### config.mk
export PLATFORM = sky130hd
export DESIGN_NAME = uart_frame_rx_flat
export DESIGN_NICKNAME = d
export VERILOG_FILES = /design/src/rtl/uart_frame_rx_if.sv /design/src/rtl/uart_frame_rx.sv /design/src/flat_wrapper.sv
export SDC_FILE = /design/constraint.sdc
export NUM_CORES = 1
export LEC_CHECK = 0
export ABC_CLOCK_PERIOD_IN_PS = 7000
export CORE_MARGIN = 3
export CORE_UTILIZATION = 59
export DETAILED_ROUTE_END_ITERATION = 7
export GPL_ROUTABILITY_DRIVEN = 0
export MAX_ROUTING_LAYER = met4
export PLACE_DENSITY = 0.95
export SLEW_MARGIN = 20
export SYNTH_ARGS = -nofsm -noshare
export SYNTH_HDL_FRONTEND = slang
export SYNTH_SLANG_ARGS = --single-unit
export TNS_END_PERCENT = 1
### constraint.sdc
create_clock -name clock -period 7 [get_ports clock]
set_clock_uncertainty 0.2 [all_clocks]
set_input_delay 1.4 -clock clock [delete_from_list [all_inputs] [get_ports clock]]
set_output_delay 1.4 -clock clock [all_outputs]
set_load 0.005 [all_outputs]
### src/rtl/uart_frame_rx_if.sv
// Signal bundle between the UART frame receiver and its consumer: the serial line in,
// plus the byte, word and frame status outputs.
interface uart_frame_rx_if #(
  parameter int IDX_W = 5
);
  logic             rx_in;
  logic [7:0]       rx_byte;
  logic             rx_byte_valid;
  logic [31:0]      word_data;
  logic             word_valid;
  logic [IDX_W-1:0] word_index;
  logic             frame_done;
  logic             frame_err;
  logic [7:0]       err_count;

  modport master (
    input  rx_in,
    output rx_byte, rx_byte_valid, word_data, word_valid, word_index,
           frame_done, frame_err, err_count
  );

  modport slave (
    output rx_in,
    input  rx_byte, rx_byte_valid, word_data, word_valid, word_index,
           frame_done, frame_err, err_count
  );
endinterface

### src/rtl/uart_frame_rx.sv
// Receive end of the ADC scan UART link: 8N1 deserialiser feeding a head/payload/tail
// frame parser that reassembles 32-bit words tagged with their position in the scan.
module uart_frame_rx #(
  parameter int         CLKS_PER_BIT = 16,
  parameter logic [7:0] HEAD_BYTE    = 8'hA5,
  parameter logic [7:0] TAIL_BYTE    = 8'h5A,
  parameter int         WORDS        = 32,
  parameter int         IDX_W        = 5
) (
  input  logic               clock,
  input  logic               reset,
  uart_frame_rx_if.master    bus
);

  localparam int               CNT_W     = $clog2(CLKS_PER_BIT);
  localparam logic [CNT_W-1:0] FULL_LAST = CNT_W'(CLKS_PER_BIT - 1);
  localparam logic [CNT_W-1:0] HALF_LAST = CNT_W'(CLKS_PER_BIT / 2 - 1);
  localparam logic [IDX_W-1:0] LAST_WORD = IDX_W'(WORDS - 1);

  typedef enum logic [1:0] {B_IDLE, B_START, B_DATA, B_STOP} bit_state_e;
  typedef enum logic [1:0] {F_IDLE, F_PAYLOAD, F_TAIL} frame_state_e;

  // Bit level state
  logic [1:0]       sync_q, sync_d;
  logic             rxs_prev_q, rxs_prev_d;
  bit_state_e       bstate_q, bstate_d;
  logic [CNT_W-1:0] clk_cnt_q, clk_cnt_d;
  logic [2:0]       bit_cnt_q, bit_cnt_d;
  logic [7:0]       shift_q, shift_d;
  logic             stop_wait_q, stop_wait_d;
  logic [7:0]       rx_byte_q, rx_byte_d;
  logic             rx_byte_valid_q, rx_byte_valid_d;
  logic             byte_err_q, byte_err_d;
  logic             rxs;

  // Frame level state
  frame_state_e     fstate_q, fstate_d;
  logic [1:0]       byte_cnt_q, byte_cnt_d;
  logic [IDX_W-1:0] word_cnt_q, word_cnt_d;
  logic [23:0]      acc_q, acc_d;
  logic [31:0]      word_data_q, word_data_d;
  logic [IDX_W-1:0] word_index_q, word_index_d;
  logic             word_valid_q, word_valid_d;
  logic             frame_done_q, frame_done_d;
  logic             frame_err_q, frame_err_d;
  logic [7:0]       err_count_q, err_count_d;
  logic             abort;

  assign rxs = sync_q[1];

  always_comb begin
    // NOTE: every signal gets a default before the case so no path leaves one unassigned (no latches).
    sync_d          = {sync_q[0], bus.rx_in};
    rxs_prev_d      = rxs;
    bstate_d        = bstate_q;
    clk_cnt_d       = clk_cnt_q + 1'b1;
    bit_cnt_d       = bit_cnt_q;
    shift_d         = shift_q;
    stop_wait_d     = stop_wait_q;
    rx_byte_d       = rx_byte_q;
    rx_byte_valid_d = 1'b0;
    byte_err_d      = 1'b0;
    case (bstate_q)
      B_IDLE: begin
        clk_cnt_d   = '0;
        stop_wait_d = 1'b0;
        if (rxs_prev_q && !rxs) begin
          bstate_d  = B_START;
          bit_cnt_d = '0;
        end
      end
      B_START: begin
        if (clk_cnt_q == HALF_LAST) begin
          clk_cnt_d = '0;
          bstate_d  = rxs ? B_IDLE : B_DATA;
        end
      end
      B_DATA: begin
        if (clk_cnt_q == FULL_LAST) begin
          clk_cnt_d = '0;
          shift_d   = {rxs, shift_q[7:1]};
          bit_cnt_d = bit_cnt_q + 3'd1;
          if (bit_cnt_q == 3'd7) bstate_d = B_STOP;
        end
      end
      B_STOP: begin
        if (stop_wait_q) begin
          // Framing error: park here until the line returns high.
          clk_cnt_d = '0;
          if (rxs) bstate_d = B_IDLE;
        end else if (clk_cnt_q == FULL_LAST) begin
          clk_cnt_d = '0;
          if (rxs) begin
            rx_byte_d       = shift_q;
            rx_byte_valid_d = 1'b1;
            bstate_d        = B_IDLE;
          end else begin
            byte_err_d  = 1'b1;
            stop_wait_d = 1'b1;
          end
        end
      end
    endcase
  end

  always_comb begin
    fstate_d     = fstate_q;
    byte_cnt_d   = byte_cnt_q;
    word_cnt_d   = word_cnt_q;
    acc_d        = acc_q;
    word_data_d  = word_data_q;
    word_index_d = word_index_q;
    word_valid_d = 1'b0;
    frame_done_d = 1'b0;
    frame_err_d  = 1'b0;
    err_count_d  = err_count_q;
    abort        = 1'b0;
    case (fstate_q)
      F_IDLE: begin
        if (rx_byte_valid_q && rx_byte_q == HEAD_BYTE) begin
          fstate_d   = F_PAYLOAD;
          byte_cnt_d = '0;
          word_cnt_d = '0;
        end
      end
      F_PAYLOAD: begin
        if (byte_err_q) begin
          abort = 1'b1;
        end else if (rx_byte_valid_q) begin
          acc_d      = {acc_q[15:0], rx_byte_q};
          byte_cnt_d = byte_cnt_q + 2'd1;
          if (byte_cnt_q == 2'd3) begin
            word_data_d  = {acc_q, rx_byte_q};
            word_index_d = word_cnt_q;
            word_valid_d = 1'b1;
            word_cnt_d   = word_cnt_q + IDX_W'(1);
            if (word_cnt_q == LAST_WORD) fstate_d = F_TAIL;
          end
        end
      end
      F_TAIL: begin
        if (byte_err_q) begin
          abort = 1'b1;
        end else if (rx_byte_valid_q) begin
          // A wrong tail is consumed here, never re-examined as a head.
          fstate_d = F_IDLE;
          if (rx_byte_q == TAIL_BYTE) frame_done_d = 1'b1;
          else                        abort        = 1'b1;
        end
      end
      default: fstate_d = F_IDLE;
    endcase
    if (abort) begin
      fstate_d    = F_IDLE;
      frame_err_d = 1'b1;
      if (err_count_q != 8'hFF) err_count_d = err_count_q + 8'd1;
    end
  end

  // NOTE: state registers use non-blocking assignments so every flop samples pre-edge values.
  always_ff @(posedge clock or posedge reset) begin
    if (reset) begin
      sync_q          <= 2'b11;
      rxs_prev_q      <= 1'b1;
      bstate_q        <= B_IDLE;
      clk_cnt_q       <= '0;
      bit_cnt_q       <= '0;
      shift_q         <= '0;
      stop_wait_q     <= 1'b0;
      rx_byte_q       <= '0;
      rx_byte_valid_q <= 1'b0;
      byte_err_q      <= 1'b0;
      fstate_q        <= F_IDLE;
      byte_cnt_q      <= '0;
      word_cnt_q      <= '0;
      acc_q           <= '0;
      word_data_q     <= '0;
      word_index_q    <= '0;
      word_valid_q    <= 1'b0;
      frame_done_q    <= 1'b0;
      frame_err_q     <= 1'b0;
      err_count_q     <= '0;
    end else begin
      sync_q          <= sync_d;
      rxs_prev_q      <= rxs_prev_d;
      bstate_q        <= bstate_d;
      clk_cnt_q       <= clk_cnt_d;
      bit_cnt_q       <= bit_cnt_d;
      shift_q         <= shift_d;
      stop_wait_q     <= stop_wait_d;
      rx_byte_q       <= rx_byte_d;
      rx_byte_valid_q <= rx_byte_valid_d;
      byte_err_q      <= byte_err_d;
      fstate_q        <= fstate_d;
      byte_cnt_q      <= byte_cnt_d;
      word_cnt_q      <= word_cnt_d;
      acc_q           <= acc_d;
      word_data_q     <= word_data_d;
      word_index_q    <= word_index_d;
      word_valid_q    <= word_valid_d;
      frame_done_q    <= frame_done_d;
      frame_err_q     <= frame_err_d;
      err_count_q     <= err_count_d;
    end
  end

  assign bus.rx_byte       = rx_byte_q;
  assign bus.rx_byte_valid = rx_byte_valid_q;
  assign bus.word_data     = word_data_q;
  assign bus.word_valid    = word_valid_q;
  assign bus.word_index    = word_index_q;
  assign bus.frame_done    = frame_done_q;
  assign bus.frame_err     = frame_err_q;
  assign bus.err_count     = err_count_q;

endmodule

### src/flat_wrapper.sv
// flat-port wrapper written by rule: the top's interface ports become plain ports
module uart_frame_rx_flat 
#(
  parameter int         CLKS_PER_BIT = 16,
  parameter logic [7:0] HEAD_BYTE    = 8'hA5,
  parameter logic [7:0] TAIL_BYTE    = 8'h5A,
  parameter int         WORDS        = 32,
  parameter int         IDX_W        = 5
)
  (clock, reset, bus_rx_in, bus_rx_byte, bus_rx_byte_valid, bus_word_data, bus_word_valid, bus_word_index, bus_frame_done, bus_frame_err, bus_err_count);
  uart_frame_rx_if #(.IDX_W(IDX_W)) bus_i ();
  input  logic clock;
  input  logic reset;
  input wire logic [$bits(bus_i.rx_in)-1:0] bus_rx_in;
  output wire logic [$bits(bus_i.rx_byte)-1:0] bus_rx_byte;
  output wire logic [$bits(bus_i.rx_byte_valid)-1:0] bus_rx_byte_valid;
  output wire logic [$bits(bus_i.word_data)-1:0] bus_word_data;
  output wire logic [$bits(bus_i.word_valid)-1:0] bus_word_valid;
  output wire logic [$bits(bus_i.word_index)-1:0] bus_word_index;
  output wire logic [$bits(bus_i.frame_done)-1:0] bus_frame_done;
  output wire logic [$bits(bus_i.frame_err)-1:0] bus_frame_err;
  output wire logic [$bits(bus_i.err_count)-1:0] bus_err_count;
  assign bus_i.rx_in = bus_rx_in;
  assign bus_rx_byte = bus_i.rx_byte;
  assign bus_rx_byte_valid = bus_i.rx_byte_valid;
  assign bus_word_data = bus_i.word_data;
  assign bus_word_valid = bus_i.word_valid;
  assign bus_word_index = bus_i.word_index;
  assign bus_frame_done = bus_i.frame_done;
  assign bus_frame_err = bus_i.frame_err;
  assign bus_err_count = bus_i.err_count;
  uart_frame_rx #(.CLKS_PER_BIT(CLKS_PER_BIT), .HEAD_BYTE(HEAD_BYTE), .TAIL_BYTE(TAIL_BYTE), .WORDS(WORDS), .IDX_W(IDX_W)) u_core (.clock(clock), .reset(reset), .bus(bus_i));
endmodule
==> impl_metrics.toml <==
[layout]
drive_above_1_share_pct = 16.5
area_growth_pct = 18.5
final_nets = 466
antenna_cells = 0
register_area_um2 = 2810
multi_input_area_um2 = 1830
final_cells = 556
fillCellCount = 538

[worst_setup_path]
path_delay_family = "buffers and inverters"
endpoint_kind = "output pin"
r2r_slack_ns = 4.05
start_kind = "flip-flop"
cp_slowest_cell = "clkdlybuf4s50_1"
slowest_delay_ns = 0.57
path_cells = "clkdlybuf4s50_1"
critPathBufInv = 1
reg2reg_from = "u_core.fstate_q[1]"
required_ns = 5.40
path_max_fanout = 6
r2r.worst_path.cells = 6
worst-setup-path-type = "reg -> out"
cp.arrival_ns = 1.48
r2r-end = "u_core.byte_cnt_q[1]"

[global_route]
grt_use_met1_pct = 28.4
grt_busiest_layer = "met2"
grt_pass1_wl_um = 15600
use_met2_pct = 38.0
grt_usage_pct = 22.8
grt_overflow = 0
met3_usage_pct = 3.47
grt_max_degree = 92
antenna_found_initial = 0
grt_pass1_vias = 3269

[routing]
drtAntennaViolNets = 0
avgRoutedWirePerCell_um = 16.9
drt_iter0_drc = 273
drc_errors = 0
wl_um = 9400
dr.pass1.iters = 5
vias = 3235
vias_per_cell = 5.82

[yosys]
syn_nets = 407
yosysWarningCount = 0
synth_fa_ha_area_share_pct = 3.69
synth-async-reset-ratio_pct = 100
yosysTopAreaCellShare_pct = 57.5
ys_types = 55
ys_seq_area_share_pct = 59.1
synth_compound_area_share_pct = 5.96
synth_area_leader_cell = "dfrtp_1"
synthSimpleGateAreaFrac_pct = 13.8
netlist_instances = 390
synth_area_um2 = 4750
synthTopCellsByArea = "dfrtp_1 (57%), mux2_2 (10%), nand2_1 (6.8%), ha_1 (3.7%), mux2_1 (2.4%)"
synth.most_common_cell = "dfrtp_1"
synth-edff-count = 0
synth_top_family_by_area = "simple AND/OR/NAND/NOR gates"
yosys_register_bits = 112
synth_ff_type = "dfrtp_1"
synth_common_cells = "dfrtp_1 (109), nand2_1 (86), mux2_2 (44)"
synthMuxAreaShare_pct = 13.4
synthXorXnorAreaFrac_pct = 1.66
syn_avg_cell_area_um2 = 12.2

[pwr]
p_comb_share_pct = 10.7
p_sw_mw = 0.297
swShare_pct = 25.7
intPower_mw = 0.858
ir_drop_uv = 199
powerDensity_nw_per_um2 = 205
power.leakage_nw = 2.91
pwr-share-clk_pct = 31.2
seq_power_share_pct = 58.1

[clocking]
cts_resized = 0
cts_tree = "done"
cts_setup_buffers = 0
clock-sinks = 112
holdBufCountCts = 0
cts.clk_slew.worst_paths_ns = 0.10
cts_max_level = 3
numCtsBuffers = 9
ctsLongestPathBuffers = 2
clk_latency_ns = 0.37
cts-root-buf = "clkbuf_8"

[status]
status = "complete, no violations"

[sta]
max_freq_mhz = 325
setup_violations = 0
slew_headroom_pct = 30.3
grt_setup_unrepaired = "no"
min_period_over_period_pct = 44.0
finalWorstSetupSlack_ns = 3.92
min_period_ns = 3.08
tightest_slew_ns = 1.04
drv_slew = 0
hold_violations = 0
setup_tns_ns = 0

[floorplan]
fp-row-count = 32
die_x_um = 95.7
die-area_um2 = 9160
top_level_ports = 60
die_h_um = 95.7
start_util_pct = 61.1
coreArea_um2 = 7770

[placement]
port_buffers = 59
dp_hpwl_um = 6480
dp_cells = 540
pre_cts_ws_ns = 3.63

[worst_hold_path]
hp-class = "reg -> reg"
holdPathEnd = "u_core.sync_q[1]"
hold_depth = 0
hp-start = "u_core.sync_q[0]"

[run]
cap_viol_max_count = 0
==> worst max path at each step <==
stage / from / to / slack, ns / cells past startpoint
after floorplan: reset / async pin / 2.45 / 1
after CTS: u_core.bus.rx_byte_valid / bus_rx_byte_valid / 3.91 / 1
after global routing: u_core.fstate_q[1] / u_core.byte_cnt_q[1] / 3.81 / 6
after detailed placement: reset / u_core.bus.err_count[2] / 3.63 / 3
final: u_core.bus.rx_byte_valid / bus_rx_byte_valid / 3.92 / 1
after global placement: reset / u_core.bus.err_count[3] / 3.70 / 3
==> area by class of cell <==
cell class,instances,share of cell area [%]
sequential,112,49.9
multi-input combinational,249,32.5
timing repair buffer,61,10.8
clock buffer,11,2.69
tap,102,2.27
inverter,16,1.11
clock inverter,5,0.690
==> sequential cells by signal, summed over array words and instances, names as in the netlist, named ones only <==
name,count
u_core.rxs_prev_q,1
u_core.byte_cnt_q,2
u_core.bus.err_count,8
u_core.bstate_q,1
u_core.stop_wait_q,1
u_core.bus.word_valid,1
u_core.clk_cnt_q,4
u_core.bus.word_data,32
u_core.fstate_q,2
u_core.acc_q,24
u_core.shift_q,8
u_core.bus.rx_byte,8
u_core.bus.word_index,5
u_core.bus.frame_err,1
u_core.byte_err_q,1
u_core.bit_cnt_q,3
u_core.bus.frame_done,1
u_core.word_cnt_q,5
u_core.sync_q,2
u_core.bus.rx_byte_valid,1
==> cells in the final DEF, fill, tap and decap left out, types with 4 or more instances in the layout <==
cell type	instances
nor3_1	9
ha_1	14
mux2_1	10
xor2_1	8
nor2_1	4
nand2_1	86
o21ai_0	5
inv_1	14
nand3_1	6
a22o_1	5
mux2_2	44
clkbuf_8	11
clkdlybuf4s50_1	59
dfrtp_1	109
nor4_1	4
==> metal layers <==
metal  part of all wire (%)  up-vias
met2                     53      114
met5                      0        -
met3                    4.7       15
met4                    1.4        0
met1                     41     1640
li1                       -     1466
==> power by group through the flow <==
| stage | clock network [mW] | registers (mW) | logic [mW] |
|---|---|---|---|
| after floorplan | 0 | 0.681 | 0.0942 |
| after global placement | 0 | 0.682 | 0.110 |
| after detailed placement | 0 | 0.684 | 0.119 |
| after CTS | 0.369 | 0.671 | 0.123 |
| after global routing | 0.389 | 0.673 | 0.136 |
| final | 0.361 | 0.671 | 0.123 |
==> cells by family after synthesis <==
group           Yosys count
simple gates            135
flops                   112
mux                      57
compound gates           34
buf+inv                  29
fa+ha+maj                14
xor+xnor                  9
==> metrics by stage <==
step                      util (%)  total power, mW  instance area [um^2]  hold slack (ns)
final                         72.4             1.16                  5620            0.169
after global placement        69.9            0.792                  5430            0.147
after global routing          72.4             1.20                  5620            0.174
after CTS                     72.4             1.16                  5620            0.169
after detailed placement      69.9            0.802                  5430            0.154
after floorplan                  -            0.775                  4750            0.145
No activity file was read; power rests on OpenSTA's default activity.
